[src/rtl/vblank_dma_pkg.sv]
// Shared definitions for the vblank DMA block: register offsets, CTRL/STATUS bits,
// destination RAM selects and the transfer FSM state encoding.
package vblank_dma_pkg;

    localparam logic [1:0] REG_SRC_PAGE = 2'd0;
    localparam logic [1:0] REG_DST      = 2'd1;
    localparam logic [1:0] REG_LEN      = 2'd2;
    localparam logic [1:0] REG_CTRL     = 2'd3;

    localparam int CTRL_ARM   = 0;
    localparam int CTRL_ABORT = 1;

    localparam int STAT_ARMED = 0;
    localparam int STAT_BUSY  = 1;
    localparam int STAT_DONE  = 2;

    localparam logic [1:0] DST_CHRAM     = 2'd0;
    localparam logic [1:0] DST_FGCOLRAM  = 2'd1;
    localparam logic [1:0] DST_BGCOLRAM  = 2'd2;
    localparam logic [1:0] DST_SPRITERAM = 2'd3;

    typedef enum logic [1:0] {
        ST_IDLE  = 2'd0,
        ST_ARMED = 2'd1,
        ST_XFER  = 2'd2,
        ST_FLUSH = 2'd3
    } state_t;

endpackage

[src/rtl/vblank_dma_regs.sv]
// CPU-visible register file, read mux and DONE flag for vblank_dma.
// Optional transfer-complete interrupt is built only with VBLANK_DMA_IRQ_EN defined.
module vblank_dma_regs
    import vblank_dma_pkg::*;
(
    input  logic       clk_24,
    input  logic       reset_n,
    input  logic       reg_cs,
    input  logic       reg_wr,
    input  logic [1:0] reg_addr,
    input  logic [7:0] reg_din,
    output logic [7:0] reg_dout,
    input  logic       set_done,
    input  logic       armed,
    input  logic       busy,
    output logic       arm_wr,
    output logic       abort_wr,
    output logic [5:0] src_page,
    output logic [1:0] dst_sel,
    output logic [2:0] dst_page,
    output logic [7:0] len,
    output logic       irq_n
);

    logic wr_en;
    logic ctrl_wr;
    logic done;

    assign wr_en    = reg_cs & reg_wr;
    assign ctrl_wr  = wr_en & (reg_addr == REG_CTRL);
    assign arm_wr   = ctrl_wr & reg_din[CTRL_ARM];
    assign abort_wr = ctrl_wr & reg_din[CTRL_ABORT];

    always_ff @(posedge clk_24 or negedge reset_n) begin
        if (!reset_n) begin
            src_page <= '0;
            dst_sel  <= '0;
            dst_page <= '0;
            len      <= '0;
        end else if (wr_en) begin
            case (reg_addr)
                REG_SRC_PAGE: src_page <= reg_din[5:0];
                REG_DST: begin
                    dst_sel  <= reg_din[5:4];
                    dst_page <= reg_din[2:0];
                end
                REG_LEN: len <= reg_din;
                default: ;
            endcase
        end
    end

    // Completion wins over a coincident CTRL write so a finished transfer is never lost.
    always_ff @(posedge clk_24 or negedge reset_n) begin
        if (!reset_n)
            done <= 1'b0;
        else if (set_done)
            done <= 1'b1;
        else if (ctrl_wr)
            done <= 1'b0;
    end

    always_comb begin
        reg_dout = '0;
        case (reg_addr)
            REG_SRC_PAGE: reg_dout[5:0] = src_page;
            REG_DST: begin
                reg_dout[5:4] = dst_sel;
                reg_dout[2:0] = dst_page;
            end
            REG_LEN: reg_dout = len;
            default: begin
                reg_dout[STAT_DONE]  = done;
                reg_dout[STAT_BUSY]  = busy;
                reg_dout[STAT_ARMED] = armed;
            end
        endcase
    end

`ifdef VBLANK_DMA_IRQ_EN
    logic ctrl_acc;
    logic irq;

    // Any CPU touch of CTRL/STATUS (read or write) acknowledges the interrupt.
    assign ctrl_acc = reg_cs & (reg_addr == REG_CTRL);
    assign irq_n    = ~irq;

    always_ff @(posedge clk_24 or negedge reset_n) begin
        if (!reset_n)
            irq <= 1'b0;
        else if (set_done)
            irq <= 1'b1;
        else if (ctrl_acc)
            irq <= 1'b0;
    end
`else
    assign irq_n = 1'b1;
`endif

endmodule

[src/rtl/vblank_dma.sv]
// Vertical-blank DMA: copies 1..256 bytes from a work RAM page into a char/colour/sprite
// RAM page once armed and a vblank rising edge arrives. IRQ option: VBLANK_DMA_IRQ_EN.
module vblank_dma
    import vblank_dma_pkg::*;
#(
    parameter int SRC_AW = 14,
    parameter int DST_AW = 11
) (
    input  logic              clk_24,
    input  logic              reset_n,
    input  logic              vblank,
    input  logic              reg_cs,
    input  logic              reg_wr,
    input  logic [1:0]        reg_addr,
    input  logic [7:0]        reg_din,
    output logic [7:0]        reg_dout,
    input  logic              cpu_wkram_req,
    output logic              cpu_wait_n,
    output logic [SRC_AW-1:0] src_addr,
    output logic              src_rd,
    input  logic [7:0]        src_data,
    output logic [DST_AW-1:0] dst_addr,
    output logic [1:0]        dst_sel,
    output logic              dst_wr,
    output logic [7:0]        dst_data,
    output logic              irq_n
);

    state_t     state, state_nxt;
    logic       vblank_q;
    logic       vblank_rise;
    logic       arm_wr, abort_wr;
    logic       load, set_done, xfer, busy;
    logic [7:0] idx;
    logic [5:0] src_page, src_page_l;
    logic [1:0] dst_sel_r;
    logic [2:0] dst_page, dst_page_l;
    logic [7:0] len, len_l;

    vblank_dma_regs u_regs (
        .clk_24   (clk_24),
        .reset_n  (reset_n),
        .reg_cs   (reg_cs),
        .reg_wr   (reg_wr),
        .reg_addr (reg_addr),
        .reg_din  (reg_din),
        .reg_dout (reg_dout),
        .set_done (set_done),
        .armed    (state == ST_ARMED),
        .busy     (busy),
        .arm_wr   (arm_wr),
        .abort_wr (abort_wr),
        .src_page (src_page),
        .dst_sel  (dst_sel_r),
        .dst_page (dst_page),
        .len      (len),
        .irq_n    (irq_n)
    );

    assign xfer        = (state == ST_XFER);
    assign busy        = xfer | (state == ST_FLUSH);
    assign vblank_rise = vblank & ~vblank_q;
    assign load        = (state == ST_ARMED) & vblank_rise & ~abort_wr;
    assign set_done    = (state == ST_FLUSH) & ~abort_wr;

    // An abort in the same cycle suppresses the read so no orphan write follows it.
    assign src_rd     = xfer & ~abort_wr;
    assign src_addr   = src_rd ? SRC_AW'({src_page_l, idx}) : '0;
    assign dst_data   = dst_wr ? src_data : '0;
    assign cpu_wait_n = ~(busy & cpu_wkram_req);

    always_ff @(posedge clk_24 or negedge reset_n) begin
        if (!reset_n) begin
            state    <= ST_IDLE;
            vblank_q <= 1'b0;
        end else begin
            state    <= state_nxt;
            vblank_q <= vblank;
        end
    end

    always_comb begin
        state_nxt = state;
        case (state)
            ST_IDLE:  if (arm_wr && !abort_wr) state_nxt = ST_ARMED;
            ST_ARMED: if (abort_wr) state_nxt = ST_IDLE;
                      else if (vblank_rise) state_nxt = ST_XFER;
            ST_XFER:  if (abort_wr) state_nxt = ST_IDLE;
                      else if (idx == len_l) state_nxt = ST_FLUSH;
            default:  state_nxt = ST_IDLE;
        endcase
    end

    // Register values are snapshotted at XFER entry; idx is 8 bits so it wraps inside the page.
    always_ff @(posedge clk_24 or negedge reset_n) begin
        if (!reset_n) begin
            idx        <= '0;
            src_page_l <= '0;
            dst_page_l <= '0;
            len_l      <= '0;
            dst_sel    <= '0;
            dst_wr     <= 1'b0;
            dst_addr   <= '0;
        end else begin
            dst_wr <= src_rd;
            if (src_rd)
                dst_addr <= DST_AW'({dst_page_l, idx});
            if (load) begin
                idx        <= '0;
                src_page_l <= src_page;
                dst_page_l <= dst_page;
                len_l      <= len;
                dst_sel    <= dst_sel_r;
            end else if (xfer) begin
                idx <= idx + 8'd1;
            end
        end
    end

endmodule

[config.mk]
export PLATFORM = sky130hd
export DESIGN_NAME = vblank_dma
export DESIGN_NICKNAME = d
export VERILOG_FILES = /design/src/rtl/vblank_dma_pkg.sv /design/src/rtl/vblank_dma_regs.sv /design/src/rtl/vblank_dma.sv
export SDC_FILE = /design/constraint.sdc
export NUM_CORES = 1
export LEC_CHECK = 0
export CORE_ASPECT_RATIO = 0.9
export CORE_MARGIN = 5
export CORE_UTILIZATION = 25
export DETAILED_ROUTE_END_ITERATION = 7
export PLACE_DENSITY = 0.52
export SYNTH_ARGS = -nofsm -noshare
export SYNTH_HDL_FRONTEND = slang
export SYNTH_SLANG_ARGS = --single-unit
[constraint.sdc]
create_clock -name clk_24 -period 2.3 [get_ports clk_24]
set_clock_uncertainty 0.1 [all_clocks]
set_input_delay 0.345 -clock clk_24 [delete_from_list [all_inputs] [get_ports clk_24]]
set_output_delay 0.345 -clock clk_24 [all_outputs]
set_load 0.03 [all_outputs]
==> results.py <==
metrics = {
    "route": {
        "post_drt_via_cell_ratio": 4.12,
        "vias": 1918,
        "avgRoutedWirePerCell_um": 15.4,
        "drt-total-wl_um": 7190,
        "final_antenna_net_count": 0,
        "dr.pass1.iters": 4,
        "drt_iter0_drc": 73,
        "drc": 0,
    },
    "cts": {
        "root_buffer": "clkbuf_16",
        "clock_path_buffers": 2,
        "path_clk_slew_ns": 0.05,
        "cts.sinks": 62,
        "cts_buffers": 9,
        "cts_tree": "built",
        "h-tree-depth": 3,
        "clk-insertion-delay-late_ns": 0.33,
    },
    "synthesis": {
        "yosysWarnings": 0,
        "avgSynthCellArea_um2": 13.6,
        "yosys.cell_types.count": 37,
        "netlist_instances": 219,
        "synth-main-ff-cell": "dfrtp_1",
        "synth-async-reset-ratio_pct": 100,
        "synth-seq-area-share_pct": 52.2,
        "syn-num-nets": 244,
        "synth_area_um2": 2970,
        "synth_edf_count": 0,
        "yosys_register_bits": 62,
    },
    "die": {
        "num_io_pins": 71,
        "die_area_um2": 14200,
        "fp.dieW_um": 125,
        "core_um2": 11500,
        "rows": 37,
        "initial_core_util_pct": 25.8,
        "die_y_um": 113,
    },
    "sta": {
        "setup_tns_ns": 0,
        "min_period_ns": 2.20,
        "final-setup-viol-count": 0,
        "max_freq_mhz": 454,
        "hold_viol_final": 0,
        "maxSlewViolCount": 0,
        "rsz0062_at_grt": "false",
        "fin_crit_sh_pct": 95.7,
    },
    "power_and_ir_drop": {
        "p_leak_nw": 1.91,
        "finalPower_w": 0.00505,
        "power_density_nw_per_um2": 1190,
        "vdd_drop_max_mv": 0.464,
    },
    "run_status": {
        "status": "finished clean",
    },
    "worst_setup_path": {
        "slowest_delay_ns": 0.47,
        "arrival_ns": 1.76,
        "worstPathCellList": "clkdlybuf4s50_1, and4_4, and2_4, nor2_8, buf_12, and2_1, buf_4",
        "worstPathMaxFanout": 12,
        "end_kind": "primary output",
        "worstPathRequired_ns": 1.86,
        "crit_path_start_kind": "input pin",
        "cp_slowest_cell": "clkdlybuf4s50_1",
        "critPathKind": "input pin to primary output",
    },
    "finish": {
        "final_common_cell": "dfrtp_1",
        "nets": 330,
        "mostFrequentLayoutCells": "dfrtp_1, clkdlybuf4s50_1, mux2_2",
        "layout-drive-gt1-share_pct": 37.7,
        "fin_area_um2": 4260,
        "antenna_cells": 0,
        "area_delta_synth_final_pct": 43.5,
    },
    "grt": {
        "grt_max_degree": 63,
        "antenna_found_initial": 0,
        "grt_pass1_vias": 2183,
        "grt_pass1_wl_um": 11800,
        "grt_remaining_overflow": 0,
        "grtUsageTotal_pct": 10.7,
    },
    "placement": {
        "placed_area_um2": 3920,
        "dpl.hpwl_um": 5220,
        "io_buffers": 69,
        "place_congestion": 0.797,
    },
    "flow_run": {
        "maxCapViolations": 0,
    },
    "worst_hold_path": {
        "min_path_type": "flop to flop",
    },
}
-- per-stage QoR --
stage / hold slack [ns] / util (%) / instances / worst slack [ns]
after floorplan: -0.0506 / - / 219 / 0.284
after global placement: 0.283 / 34.0 / 449 / 0.0903
after detailed placement: 0.293 / 34.0 / 449 / 0.0761
after CTS: 0.408 / 36.9 / 466 / 0.0208
after global routing: 0.424 / 37.0 / 466 / 0.0175
final: 0.405 / 37.0 / 466 / 0.0991
-- per-layer routing --
metal | global-route usage [%] | vias to the layer above | share of wire, %
met5 | 0 | - | 0
met4 | 3.03 | 0 | 1.1
met1 | 13.6 | 935 | 48
li1 | - | 926 | -
met3 | 4.07 | 5 | 5.0
met2 | 17.0 | 52 | 46
-- final cells by class --
| type | count | area (µm²) |
|---|---|---|
| Clock buffer | 9 | 225 |
| Sequential cell | 62 | 1550 |
| Multi-Input combinational cell | 147 | 1330 |
| Clock inverter | 7 | 97.6 |
| Timing Repair Buffer | 84 | 856 |
| Inverter | 1 | 3.75 |
| Fill cell | 1115 | 7260 |
| Tap cell | 156 | 195 |
-- worst max-delay path, delay by kind of cell --
family / cells / cell delay, ns
buffers and inverters: 3 / 0.79
AND/OR/NAND/NOR: 4 / 0.61
-- timing repair --
item / 4_1_cts / 5_1_grt
hold buffers: 1 / 0
gates resized for setup: 0 / 3
setup buffers: 0 / 0
setup endpoints to repair: 0 / 10
endpoints found under the hold margin: 62 / 0
-- worst paths after layout --
| check | start | end | slack [ns] | depth (start not counted) |
|---|---|---|---|---|
| min in group asynchronous | reset_n | dst_addr[9] | 0.47 | 3 |
| max in group asynchronous | reset_n | state[1] | 1.34 | 3 |
| min reg2reg | src_page_l[1] | src_page_l[1] | 0.41 | 1 |
| max reg2reg | state[0] | dst_addr[4] | 0.53 | 5 |
| min | src_page_l[1] | src_page_l[1] | 0.41 | 1 |
| max | reg_cs | src_addr[2] | 0.1 | 7 |
-- kinds of logic (layout without fill, tap and decap cells) --
kind of cell               after synthesis  in the layout  synth area share [%]
xor gates and xnor gates                15             15                  4.42
muxes                                   55             55                  23.9
other                                    1              1                 0.126
AOI/OAI and AO/OA                        8              8                  1.56
adders and majority gates                1              1                 0.421
buffers and inverters                   10            101                  3.12
and+or+nand+nor                         67             67                  14.3
DFF                                     62             62                  52.2
-- synthesized netlist by cell type (all sizes together) (2+ instances only) --
library cell / count / share of area (%)
a21oi: 3 / 0.51
and2: 25 / 5.3
buf: 8 / 2.9
dfrtp: 62 / 52
mux2: 49 / 21
mux2i: 3 / 1.0
mux4: 3 / 2.3
nand2: 9 / 1.1
nand3: 3 / 0.67
nand3b: 2 / 0.93
nand4: 2 / 0.42
nor2: 14 / 2.9
nor2b: 4 / 0.84
nor3: 2 / 0.51
nor4: 2 / 0.42
o21ai: 3 / 0.51
xnor2: 4 / 1.2
xor2: 11 / 3.2
-- flip-flops by register name (all words and copies together), names as in the netlist --
register	flops
idx	8
u_regs.done	1
dst_addr	11
dst_page_l	3
src_page_l	6
vblank_q	1
u_regs.dst_page	3
u_regs.dst_sel	2
u_regs.len	8
len_l	8
state	2
dst_wr	1
u_regs.src_page	6
dst_sel	2
-- power breakdown --
| group | total (W) | internal, W | switching (W) |
|---|---|---|---|
| logic | 0.00182 | 0.000961 | 0.000862 |
| clock network | 0.00145 | 0.000951 | 0.000502 |
| registers | 0.00178 | 0.00145 | 0.000329 |
Note: power is estimated with default switching activity, not from simulation.
